File: config.mk
export PLATFORM = sky130hd
export DESIGN_NAME = led_scroll_ctrl_flat
export DESIGN_NICKNAME = d
export VERILOG_FILES = /design/src/rtl/led_scroll_ctrl_pkg.sv /design/src/rtl/led_scroll_ctrl_if.sv /design/src/rtl/led_scroll_ctrl_refresh_timer.sv /design/src/rtl/led_scroll_ctrl.sv /design/src/flat_wrapper.sv
export SDC_FILE = /design/constraint.sdc
export NUM_CORES = 1
export LEC_CHECK = 0
export ABC_AREA = 1
export BUFFER_PORTS_ARGS = -buffer_cell sky130_fd_sc_hd__buf_2
export CAP_MARGIN = 20
export CORE_ASPECT_RATIO = 1.5
export CORE_UTILIZATION = 57
export DETAILED_ROUTE_END_ITERATION = 10
export GPL_TIMING_DRIVEN = 0
export PLACE_DENSITY = 0.83
export SLEW_MARGIN = 20
export SYNTH_ARGS = -nofsm -noshare
export SYNTH_HDL_FRONTEND = slang
export SYNTH_SLANG_ARGS = --single-unit
export TNS_END_PERCENT = 50
File: constraint.sdc
create_clock -name clk -period 2.8 [get_ports clk]
set_input_delay 0.14 -clock clk [delete_from_list [all_inputs] [get_ports clk]]
set_output_delay 0.14 -clock clk [all_outputs]
set_load 0.02 [all_outputs]
File: src/rtl/led_scroll_ctrl_pkg.sv
// Shared types and constants for the seven-segment scroll controller.
// Anode vectors are ordered {an3, an2, an1, an0} and are active-low.
package led_disp_pkg;

    localparam logic [3:0] BLANK_CODE = 4'hF;

    typedef logic [1:0] digit_idx_t;
    typedef logic [3:0] char_code_t;

    typedef enum logic [1:0] {
        IDLE,
        RUN,
        HOLD
    } scroll_state_t;

    localparam logic [3:0] AN_OFF  = 4'b1111;
    localparam logic [3:0] AN_DIG0 = 4'b1110;
    localparam logic [3:0] AN_DIG1 = 4'b1101;
    localparam logic [3:0] AN_DIG2 = 4'b1011;
    localparam logic [3:0] AN_DIG3 = 4'b0111;

    function automatic logic [3:0] anode_sel(input digit_idx_t d);
        logic [3:0] an;
        unique case (d)
            2'd0:    an = AN_DIG0;
            2'd1:    an = AN_DIG1;
            2'd2:    an = AN_DIG2;
            default: an = AN_DIG3;
        endcase
        return an;
    endfunction

endpackage

File: src/rtl/led_scroll_ctrl_if.sv
// Message-write handshake between one requester and the scroll controller.
// A write is accepted on a clock edge where wr_valid and wr_ready are both high.
interface led_scroll_ctrl_if #(
    parameter int unsigned ADDR_W = 4
);
    import led_disp_pkg::*;

    logic              wr_valid;
    logic              wr_ready;
    logic [ADDR_W-1:0] wr_addr;
    char_code_t        wr_data;

    modport master (
        output wr_valid,
        output wr_addr,
        output wr_data,
        input  wr_ready
    );

    modport slave (
        input  wr_valid,
        input  wr_addr,
        input  wr_data,
        output wr_ready
    );

endinterface

File: src/rtl/led_scroll_ctrl_refresh_timer.sv
// Digit-slot timer: refresh counter and current digit index (3 -> 2 -> 1 -> 0).
// With LED_SCROLL_GUARD_EN defined, anode enable lags the slot start by one cycle.
module led_refresh_timer
    import led_disp_pkg::*;
#(
    parameter int unsigned REFRESH_DIV = 16
) (
    input  logic       clk,
    input  logic       reset,
    output digit_idx_t o_digit,
    output logic       o_slot_start,
    output logic       o_an_load
);

    localparam int unsigned CNT_W = $clog2(REFRESH_DIV);

    logic [CNT_W-1:0] r_cnt;
    digit_idx_t       r_digit;
    logic             w_wrap;

    assign w_wrap = (r_cnt == CNT_W'(REFRESH_DIV - 1));

    always_ff @(posedge clk) begin
        if (reset) begin
            r_cnt   <= '0;
            r_digit <= 2'd3;
        end else if (w_wrap) begin
            r_cnt   <= '0;
            r_digit <= r_digit - 2'd1;
        end else begin
            r_cnt   <= r_cnt + CNT_W'(1);
        end
    end

    assign o_digit      = r_digit;
    assign o_slot_start = (r_cnt == '0);

`ifdef LED_SCROLL_GUARD_EN
    // Digit index is unchanged until the wrap, so cycle 1 still belongs to this slot.
    assign o_an_load = (r_cnt == CNT_W'(1));
`else
    assign o_an_load = o_slot_start;
`endif

endmodule

File: src/rtl/led_scroll_ctrl.sv
// Four-digit display scheduler: message buffer, anode multiplexing, scroll FSM.
// Optional LED_SCROLL_GUARD_EN inserts one all-anodes-off cycle at each slot start.
module led_scroll_ctrl
    import led_disp_pkg::*;
#(
    parameter int unsigned MSG_LEN     = 16,
    parameter int unsigned REFRESH_DIV = 16,
    parameter int unsigned SCROLL_DIV  = 1024,
    parameter int unsigned HOLD_STEPS  = 4
) (
    input  logic                    clk,
    input  logic                    reset,
    led_scroll_ctrl_if.slave        wr_if,
    input  logic                    i_scroll_en,
    output logic                    o_an3,
    output logic                    o_an2,
    output logic                    o_an1,
    output logic                    o_an0,
    output char_code_t              o_char,
    output logic                    o_step_pulse
);

    localparam int unsigned ADDR_W   = $clog2(MSG_LEN);
    localparam int unsigned SCR_W    = $clog2(SCROLL_DIV);
    localparam int unsigned HOLD_CYC = (HOLD_STEPS == 0) ? 1 : HOLD_STEPS * SCROLL_DIV;
    localparam int unsigned HOLD_W   = (HOLD_CYC > 1) ? $clog2(HOLD_CYC) : 1;

    char_code_t        r_mem [MSG_LEN];
    logic [ADDR_W-1:0] r_base;
    scroll_state_t     r_state;
    logic [SCR_W-1:0]  r_scroll_cnt;
    logic [HOLD_W-1:0] r_hold_cnt;
    logic              r_step_pulse;
    logic              r_wr_ready;
    logic [3:0]        r_an;
    char_code_t        r_char;

    scroll_state_t     w_state_nxt;
    logic [ADDR_W-1:0] w_base_nxt;
    logic [SCR_W-1:0]  w_scroll_cnt_nxt;
    logic [HOLD_W-1:0] w_hold_cnt_nxt;
    logic              w_step;
    logic              w_wr_fire;
    digit_idx_t        w_digit;
    logic              w_slot_start;
    logic              w_an_load;
    logic [ADDR_W-1:0] w_rd_addr;

    led_refresh_timer #(
        .REFRESH_DIV (REFRESH_DIV)
    ) u_refresh (
        .clk          (clk),
        .reset        (reset),
        .o_digit      (w_digit),
        .o_slot_start (w_slot_start),
        .o_an_load    (w_an_load)
    );

    always_comb begin
        w_state_nxt      = r_state;
        w_base_nxt       = r_base;
        w_scroll_cnt_nxt = r_scroll_cnt;
        w_hold_cnt_nxt   = r_hold_cnt;
        w_step           = 1'b0;
        unique case (r_state)
            IDLE: begin
                if (i_scroll_en) begin
                    w_state_nxt = RUN;
                end
            end
            RUN: begin
                if (!i_scroll_en) begin
                    w_state_nxt = IDLE;
                end else if (r_scroll_cnt == SCR_W'(SCROLL_DIV - 1)) begin
                    w_scroll_cnt_nxt = '0;
                    w_base_nxt       = r_base + ADDR_W'(1);
                    w_step           = 1'b1;
                    // Pause once the window has wrapped back to the message start.
                    if ((r_base == ADDR_W'(MSG_LEN - 1)) && (HOLD_STEPS != 0)) begin
                        w_state_nxt    = HOLD;
                        w_hold_cnt_nxt = '0;
                    end
                end else begin
                    w_scroll_cnt_nxt = r_scroll_cnt + SCR_W'(1);
                end
            end
            HOLD: begin
                if (!i_scroll_en) begin
                    w_state_nxt    = IDLE;
                    w_hold_cnt_nxt = '0;
                end else if (r_hold_cnt == HOLD_W'(HOLD_CYC - 1)) begin
                    w_state_nxt      = RUN;
                    w_hold_cnt_nxt   = '0;
                    w_scroll_cnt_nxt = '0;
                end else begin
                    w_hold_cnt_nxt = r_hold_cnt + HOLD_W'(1);
                end
            end
            default: begin
                w_state_nxt = IDLE;
            end
        endcase
    end

    always_ff @(posedge clk) begin
        if (reset) begin
            r_state      <= IDLE;
            r_base       <= '0;
            r_scroll_cnt <= '0;
            r_hold_cnt   <= '0;
            r_step_pulse <= 1'b0;
            r_wr_ready   <= 1'b0;
        end else begin
            r_state      <= w_state_nxt;
            r_base       <= w_base_nxt;
            r_scroll_cnt <= w_scroll_cnt_nxt;
            r_hold_cnt   <= w_hold_cnt_nxt;
            r_step_pulse <= w_step;
            r_wr_ready   <= ~w_step;
        end
    end

    assign w_wr_fire = wr_if.wr_valid & r_wr_ready;

    always_ff @(posedge clk) begin
        if (reset) begin
            for (int unsigned i = 0; i < MSG_LEN; i++) begin
                r_mem[i] <= BLANK_CODE;
            end
        end else if (w_wr_fire) begin
            r_mem[wr_if.wr_addr] <= wr_if.wr_data;
        end
    end

    // Leftmost digit (an3) shows base; digit k shows base + (3 - k).
    assign w_rd_addr = r_base + ADDR_W'(2'd3 - w_digit);

    // Character is sampled once per slot, so a concurrent write shows from the next slot.
    always_ff @(posedge clk) begin
        if (reset) begin
            r_an   <= AN_OFF;
            r_char <= BLANK_CODE;
        end else begin
            if (w_slot_start) begin
                r_char <= r_mem[w_rd_addr];
            end
            if (w_an_load) begin
                r_an <= anode_sel(w_digit);
            end else if (w_slot_start) begin
                r_an <= AN_OFF;
            end
        end
    end

    assign {o_an3, o_an2, o_an1, o_an0} = r_an;
    assign o_char         = r_char;
    assign o_step_pulse   = r_step_pulse;
    assign wr_if.wr_ready = r_wr_ready;

endmodule
File: src/flat_wrapper.sv
// flat-port wrapper written by rule: the top's interface ports become plain ports
module led_scroll_ctrl_flat import led_disp_pkg::*;
#(
    parameter int unsigned MSG_LEN     = 16,
    parameter int unsigned REFRESH_DIV = 16,
    parameter int unsigned SCROLL_DIV  = 1024,
    parameter int unsigned HOLD_STEPS  = 4
)
  (clk, reset, i_scroll_en, o_an3, o_an2, o_an1, o_an0, o_char, o_step_pulse, wr_if_wr_valid, wr_if_wr_addr, wr_if_wr_data, wr_if_wr_ready);
  led_scroll_ctrl_if wr_if_i ();
  input  logic clk;
  input  logic reset;
  input  logic i_scroll_en;
  output logic o_an3;
  output logic o_an2;
  output logic o_an1;
  output logic o_an0;
  output char_code_t o_char;
  output logic o_step_pulse;
  input wire logic [$bits(wr_if_i.wr_valid)-1:0] wr_if_wr_valid;
  input wire logic [$bits(wr_if_i.wr_addr)-1:0] wr_if_wr_addr;
  input wire logic [$bits(wr_if_i.wr_data)-1:0] wr_if_wr_data;
  output wire logic [$bits(wr_if_i.wr_ready)-1:0] wr_if_wr_ready;
  assign wr_if_i.wr_valid = wr_if_wr_valid;
  assign wr_if_i.wr_addr = wr_if_wr_addr;
  assign wr_if_i.wr_data = wr_if_wr_data;
  assign wr_if_wr_ready = wr_if_i.wr_ready;
  led_scroll_ctrl #(.MSG_LEN(MSG_LEN), .REFRESH_DIV(REFRESH_DIV), .SCROLL_DIV(SCROLL_DIV), .HOLD_STEPS(HOLD_STEPS)) u_core (.clk(clk), .reset(reset), .wr_if(wr_if_i), .i_scroll_en(i_scroll_en), .o_an3(o_an3), .o_an2(o_an2), .o_an1(o_an1), .o_an0(o_an0), .o_char(o_char), .o_step_pulse(o_step_pulse));
endmodule
==> results.json, run 1 <==
{
  "status": "finished, final reports clean",
  "fmax_mhz": 420,
  "ys_ff_latch": 108,
  "fp.dieW_um": 82.4,
  "gr-usage-all-layers": 0.272,
  "period_share": 0.851,
  "die_area_mm2": 0.0101,
  "hp-class": "input pin to register",
  "cap_violations": 0,
  "syn-instance-count": 697,
  "diodes": 0,
  "drc": 0,
  "p_per_area_mw_per_mm2": 534,
  "top_layer": "met4",
  "tritoncts": "yes",
  "antenna_left": 0,
  "routedWlPerCell_um": 15.0,
  "cts_sinks": 108,
  "total_power_mw": 3.23,
  "p_seq_frac": 0.539,
  "cp-end-kind": "register",
  "wl_met1_mm": 4.62,
  "grt_pass1_vias": 4650,
  "grt_max_degree": 19,
  "fin_worst_skew_ns": 0.00745,
  "synthesis.nets": 721,
  "cts.htree.levels": 3,
  "worstPathRequired_ns": 3.04,
  "wl_met2_mm": 6.93,
  "postCtsSetupRepairBufs": 0,
  "critPathLaunchType": "register",
  "async_flop_share": 0,
  "path_max_fanout": 8,
  "syn_area_per_cell_um2": 7.93,
  "cts_buffers": 9,
  "num_rows": 43,
  "p_int_mw": 2.48,
  "fillers": 785,
  "grt_first_pass_wirelength_mm": 20.4,
  "place.gp.congestion": 0.963,
  "p_sw_uw": 752,
  "synth_ff_type": "edfxtp_1",
  "dr_wl_met3_um": 581,
  "worstSetupPathType": "register to register",
  "hold_viol_final": 0,
  "hold_slack_ns": 0.132,
  "slew_viol_final": 0,
  "synthDistinctLibCells": 35,
  "p_clk_frac": 0.395,
  "max-slew-margin-rel": 0.527,
  "synth_edf_count": 64,
  "cts_resized": 0,
  "cts_root_buffer": "clkbuf_16",
  "routed_wl_mm": 12.7,
  "p_leak_nw": 2.40,
  "synth-seq-area-share": 0.507,
  "vias_per_cell": 5.58,
  "postPlaceCellArea_mm2": 0.00576,
  "tns_ns": 0,
  "layout_min_cycle_time_ns": 2.38,
  "syn-cell-area_mm2": 0.00552,
  "vdd_drop_max_mv": 0.465,
  "first_pass_iters": 6,
  "fp.dieH_um": 123,
  "post-route-util": 0.651,
  "worst_slew_pin_slew_ns": 0.704,
  "cts.hold.buffers_added": 0,
  "clk_latency_ns": 0.35,
  "overflow": 0,
  "portBuffers": 19,
  "synth_warnings": 0,
  "combPwrFrac": 0.066,
  "area_growth_pct": 9.65,
  "design_area_mm2": 0.00606,
  "swShare": 0.233,
  "cts_buffer_depth": 2,
  "path_clk_slew_ns": 0.07,
  "dp_hpwl_mm": 9.46,
  "grt_antenna_before_repair": 0,
  "nets": 751,
  "finalSetupViolCount": 0,
  "grt_setup_unrepaired": "false",
  "vias": 4709,
  "cp.arrival_ns": 2.62,
  "drt_iter0_markers": 340,
  "core-area_mm2": 0.00931,
  "pin_count": 22,
  "layout-drive-gt1-share": 0.0956,
  "r2r_slack_ns": 0.42,
  "initial_core_util": 0.593
}
==> cells by family (layout without fill, tap and decap cells) <==
group                    count (synthesis)  in the layout  share of synthesized area
adder cells (fa/ha/maj)                 12             12                     0.0285
buffers and inverters                   89            124                     0.0677
AO/OA/AOI/OAI                           69             69                     0.0673
AND/OR/NAND/NOR                        416            416                      0.324
flip-flops                             108            108                      0.507
XOR/XNOR                                 3              3                    0.00476
==> critical path, stage by stage (launching register included) <==
cell and delay (ns):
dfxtp_1 0.33, inv_1 0.15, ha_1 0.19, inv_1 0.05, fa_1 0.41, xnor2_1 0.59, nand3_1 0.26, nand3_1 0.12
nand2_1 0.07, nand2_1 0.07, nand2_1 0.05
==> cell type report <==
type	instances	area (µm²)	share of cell area
Buffer	24	130	0.0215
Clock buffer	9	225	0.0372
Clock inverter	7	72.6	0.0120
Inverter	65	244	0.0403
Multi-Input combinational cell	500	2350	0.388
Sequential cell	108	2800	0.463
Tap cell	112	140	0.0231
Timing Repair Buffer	19	95.1	0.0157
==> metal layers <==
| layer | vias to the layer above | track usage |
|---|---|---|
| li1 | 2321 | - |
| met1 | 2173 | 0.273 |
| met2 | 165 | 0.490 |
| met3 | 50 | 0.0565 |
| met4 | 0 | 0.180 |
| met5 | - | 0 |
==> sequential cells by signal, indices dropped and copies added, names as in the netlist <==
name,count
u_core.r_mem,64
u_core.r_hold_cnt,12
u_core.r_scroll_cnt,10
u_core.o_char,4
u_core.r_an,4
u_core.r_base,4
u_core.u_refresh.r_cnt,4
u_core.r_state,2
u_core.u_refresh.o_digit,2
u_core.o_step_pulse,1
u_core.wr_if.wr_ready,1
==> synthesized netlist by cell type, drive strengths merged, types with 6 or more instances <==
cell type | count | area, µm²
o21ai | 35 | 175
nand2 | 252 | 968
nand4 | 10 | 77.6
inv | 64 | 240
buf | 12 | 85.1
ha | 11 | 138
nand3 | 70 | 368
clkbuf | 12 | 45.0
nor2 | 75 | 329
edfxtp | 64 | 1920
dfxtp | 44 | 881
nor3 | 6 | 30.0
a21oi | 31 | 174
==> metrics by stage <==
stage	setup slack (ns)	instances
finish	0.417	844
global route	0.222	844
CTS	0.402	844
detailed placement	0.428	828
global placement	0.533	828
floorplan	0.825	697
==> power by group through the flow <==
stage	Combinational [mW]	Clock [mW]	Sequential (mW)
2_1_floorplan	0.129	0	1.79
3_3_place_gp	0.203	0	1.78
3_5_place_dp	0.211	0	1.78
4_1_cts	0.212	1.28	1.74
5_1_grt	0.234	1.34	1.75
6_report	0.212	1.28	1.74
==> layout by cell type, fill, tap and decap left out, types with 3 or more instances in the layout <==
master and instances:
a21oi_2 5, a21oi_1 26, nor3_1 6, nand4_1 9, nor2_4 6, o21ai_0 34
inv_1 62, edfxtp_1 64, nor2_1 68, dfxtp_1 44, buf_2 27, clkbuf_1 12
ha_1 11, inv_6 3, nand2_2 3, clkbuf_16 9, nand2_1 247, nand3_1 68
==> final timing paths <==
path / startpoint / to / cells past startpoint
worst max-delay path: u_core.u_refresh.o_digit[0] / u_core.o_char[0] / 10
worst min register to register: u_core.u_refresh.r_cnt[0] / u_core.u_refresh.r_cnt[0] / 1
worst min-delay path: reset / u_core.r_an[1] / 3
worst max register to register: u_core.u_refresh.o_digit[0] / u_core.o_char[0] / 10
Power figures use the tool's default switching activity.
==> run 2: changes to the inputs <==
--- a/config.mk
+++ b/config.mk
@@ -7,12 +7,11 @@
 export LEC_CHECK = 0
 export ABC_AREA = 1
 export BUFFER_PORTS_ARGS = -buffer_cell sky130_fd_sc_hd__buf_2
-export CAP_MARGIN = 20
 export CORE_ASPECT_RATIO = 1.5
-export CORE_UTILIZATION = 57
+export CORE_UTILIZATION = 55
 export DETAILED_ROUTE_END_ITERATION = 10
 export GPL_TIMING_DRIVEN = 0
-export PLACE_DENSITY = 0.83
+export PLACE_DENSITY = 0.81
 export SLEW_MARGIN = 20
 export SYNTH_ARGS = -nofsm -noshare
 export SYNTH_HDL_FRONTEND = slang
==> run 2 against run 1 <==
Compared with the run above: clock-buffer cell count unchanged; largest cell class unchanged; clock skew about the same; final area up 0.31%; combinational power about the same; cell count increased by 0.24%; non-clock buffer count unchanged; the flow now finishes with violations (design-rule violations).
==> results.json, run 2 (same netlist as run 1, synthesis figures left out) <==
{
  "status": "finished, violations left",
  "violations": "design-rule violations",
  "cap_violations": 0,
  "grt_max_degree": 18,
  "cts.htree.levels": 3,
  "p_per_area_mw_per_mm2": 544,
  "grt_antenna_before_repair": 0,
  "area_growth_pct": 9.99,
  "min-delay-start": "i_scroll_en",
  "fp.dieH_um": 125,
  "finalSetupViolCount": 0,
  "r2r-start": "u_core.u_refresh.o_digit[0]",
  "ff2ff_path_depth": 10,
  "hold_viol_final": 0,
  "clk_latency_ns": 0.35,
  "final_common_cell": "nand2_1",
  "cts.hold.buffers_added": 0,
  "regMostFlops": "u_core.r_mem",
  "drc": 4,
  "grt_pass1_vias": 4666,
  "critPathLaunchType": "register",
  "worstPathRequired_ns": 3.04,
  "fp.dieW_um": 83.8,
  "antenna_left": 0,
  "dpl.cell_count": 831,
  "holdPathStages": 3,
  "largest_registers": "u_core.r_mem x64, u_core.r_hold_cnt x12, u_core.r_scroll_cnt x10",
  "post-route-util": 0.624,
  "largest_reg_flops": 64,
  "portBuffers": 19,
  "path_clk_slew_ns": 0.07,
  "max-slew-margin-rel": 0.529,
  "overflow": 0,
  "vias": 4637,
  "gr-usage-all-layers": 0.254,
  "cts_buffer_depth": 2,
  "fillers": 806,
  "path_max_fanout": 8,
  "tns_ns": 0,
  "r2r_slack_ns": 0.44,
  "worstReg2RegEnd": "u_core.o_char[3]",
  "nets": 751,
  "p_leak_nw": 2.40,
  "cts_buffers": 9,
  "drt_iter0_markers": 353,
  "fmax_mhz": 424,
  "cp.arrival_ns": 2.60,
  "pin_count": 22,
  "postCtsSetupRepairBufs": 0,
  "final_cell_mix": "247 x nand2_1, 68 x nor2_1, 68 x nand3_1, 64 x edfxtp_1, 62 x inv_1",
  "multiInputGateArea_mm2": 0.00235,
  "cp-end-kind": "register",
  "tritoncts": "yes",
  "slew_viol_final": 0,
  "diodes": 0,
  "hp-class": "input pin to register",
  "period_share": 0.842,
  "fin_worst_skew_ns": 0.00760,
  "vias_per_cell": 5.48,
  "cts_root_buffer": "clkbuf_16",
  "routed_wl_mm": 12.5,
  "worstSetupPathType": "register to register",
  "initial_core_util": 0.567,
  "vdd_drop_max_mv": 0.402,
  "min_to": "u_core.r_hold_cnt[3]",
  "cts_sinks": 108,
  "regArea_mm2": 0.00280,
  "place.gp.congestion": 0.947,
  "cts_resized": 0,
  "final_cells": 846,
  "grt_setup_unrepaired": "false",
  "grt_first_pass_wirelength_mm": 20.9,
  "layout-drive-gt1-share": 0.0958,
  "routedWlPerCell_um": 14.7,
  "num_rows": 44,
  "worst_slew_pin_slew_ns": 0.702,
  "core-area_mm2": 0.00974,
  "layout_min_cycle_time_ns": 2.36,
  "die_area_mm2": 0.0105,
  "dp_hpwl_mm": 9.37,
  "first_pass_iters": 8
}
==> run 2: metrics by stage <==
stage          worst slack (ns)  hold slack [ns]  cell area, µm²  total power, mW
6_report                  0.443            0.128            6080             3.31
5_1_grt                   0.204            0.146            6080             3.39
4_1_cts                   0.454            0.127            6080             3.31
3_5_place_dp              0.467            0.440            5760             1.99
3_3_place_gp              0.539            0.431            5760             1.98
2_1_floorplan             0.825            0.378            5520             1.92
==> run 2: cell type report <==
| type | count | share of cell area |
|---|---|---|
| Inverter | 65 | 0.0402 |
| Clock inverter | 6 | 0.0144 |
| Clock buffer | 9 | 0.0371 |
| Buffer | 24 | 0.0214 |
| Sequential cell | 108 | 0.461 |
| Multi-Input combinational cell | 500 | 0.386 |
| Timing Repair Buffer | 19 | 0.0157 |
| Tap cell | 115 | 0.0237 |
==> run 2: where the power goes <==
group / switching [mW] / internal, mW / leakage [nW]
clock: 0.569 / 0.782 / 0.152
sequential: 0.0208 / 1.72 / 0.898
combinational: 0.152 / 0.0587 / 1.35
total: 0.742 / 2.56 / 2.40
==> run 2: worst max path at each step <==
stage                                start          endpoint  slack [ns]  cells past startpoint
6_report       u_core.u_refresh.o_digit[0]  u_core.o_char[3]        0.44                     10
2_1_floorplan  u_core.u_refresh.o_digit[0]  u_core.o_char[1]        0.82                     12
3_3_place_gp   u_core.u_refresh.o_digit[0]  u_core.o_char[3]        0.54                     10
4_1_cts        u_core.u_refresh.o_digit[0]  u_core.o_char[3]        0.45                     10
3_5_place_dp   u_core.u_refresh.o_digit[0]  u_core.o_char[3]        0.47                     10
5_1_grt        u_core.u_refresh.o_digit[0]  u_core.o_char[2]        0.20                     13
==> run 2: worst max-delay path, stage by stage, from the launching register on <==
cell     delay, ns
dfxtp_1       0.33
inv_1         0.14
ha_1          0.19
inv_1         0.05
fa_1          0.42
xnor2_1       0.59
nand3_1       0.24
nand3_1       0.12
nand2_1       0.07
nand2_1       0.06
nand2_1       0.05
==> run 2: layer usage <==
layer / vias up / share of wire / routed length, µm / track usage
met3: 43 / 0.044 / 550 / 0.0417
met5: - / 0 / 0 / 0
li1: 2325 / - / - / -
met1: 2125 / 0.36 / 4540 / 0.259
met2: 144 / 0.55 / 6790 / 0.476
met4: 0 / 0.046 / 575 / 0.153
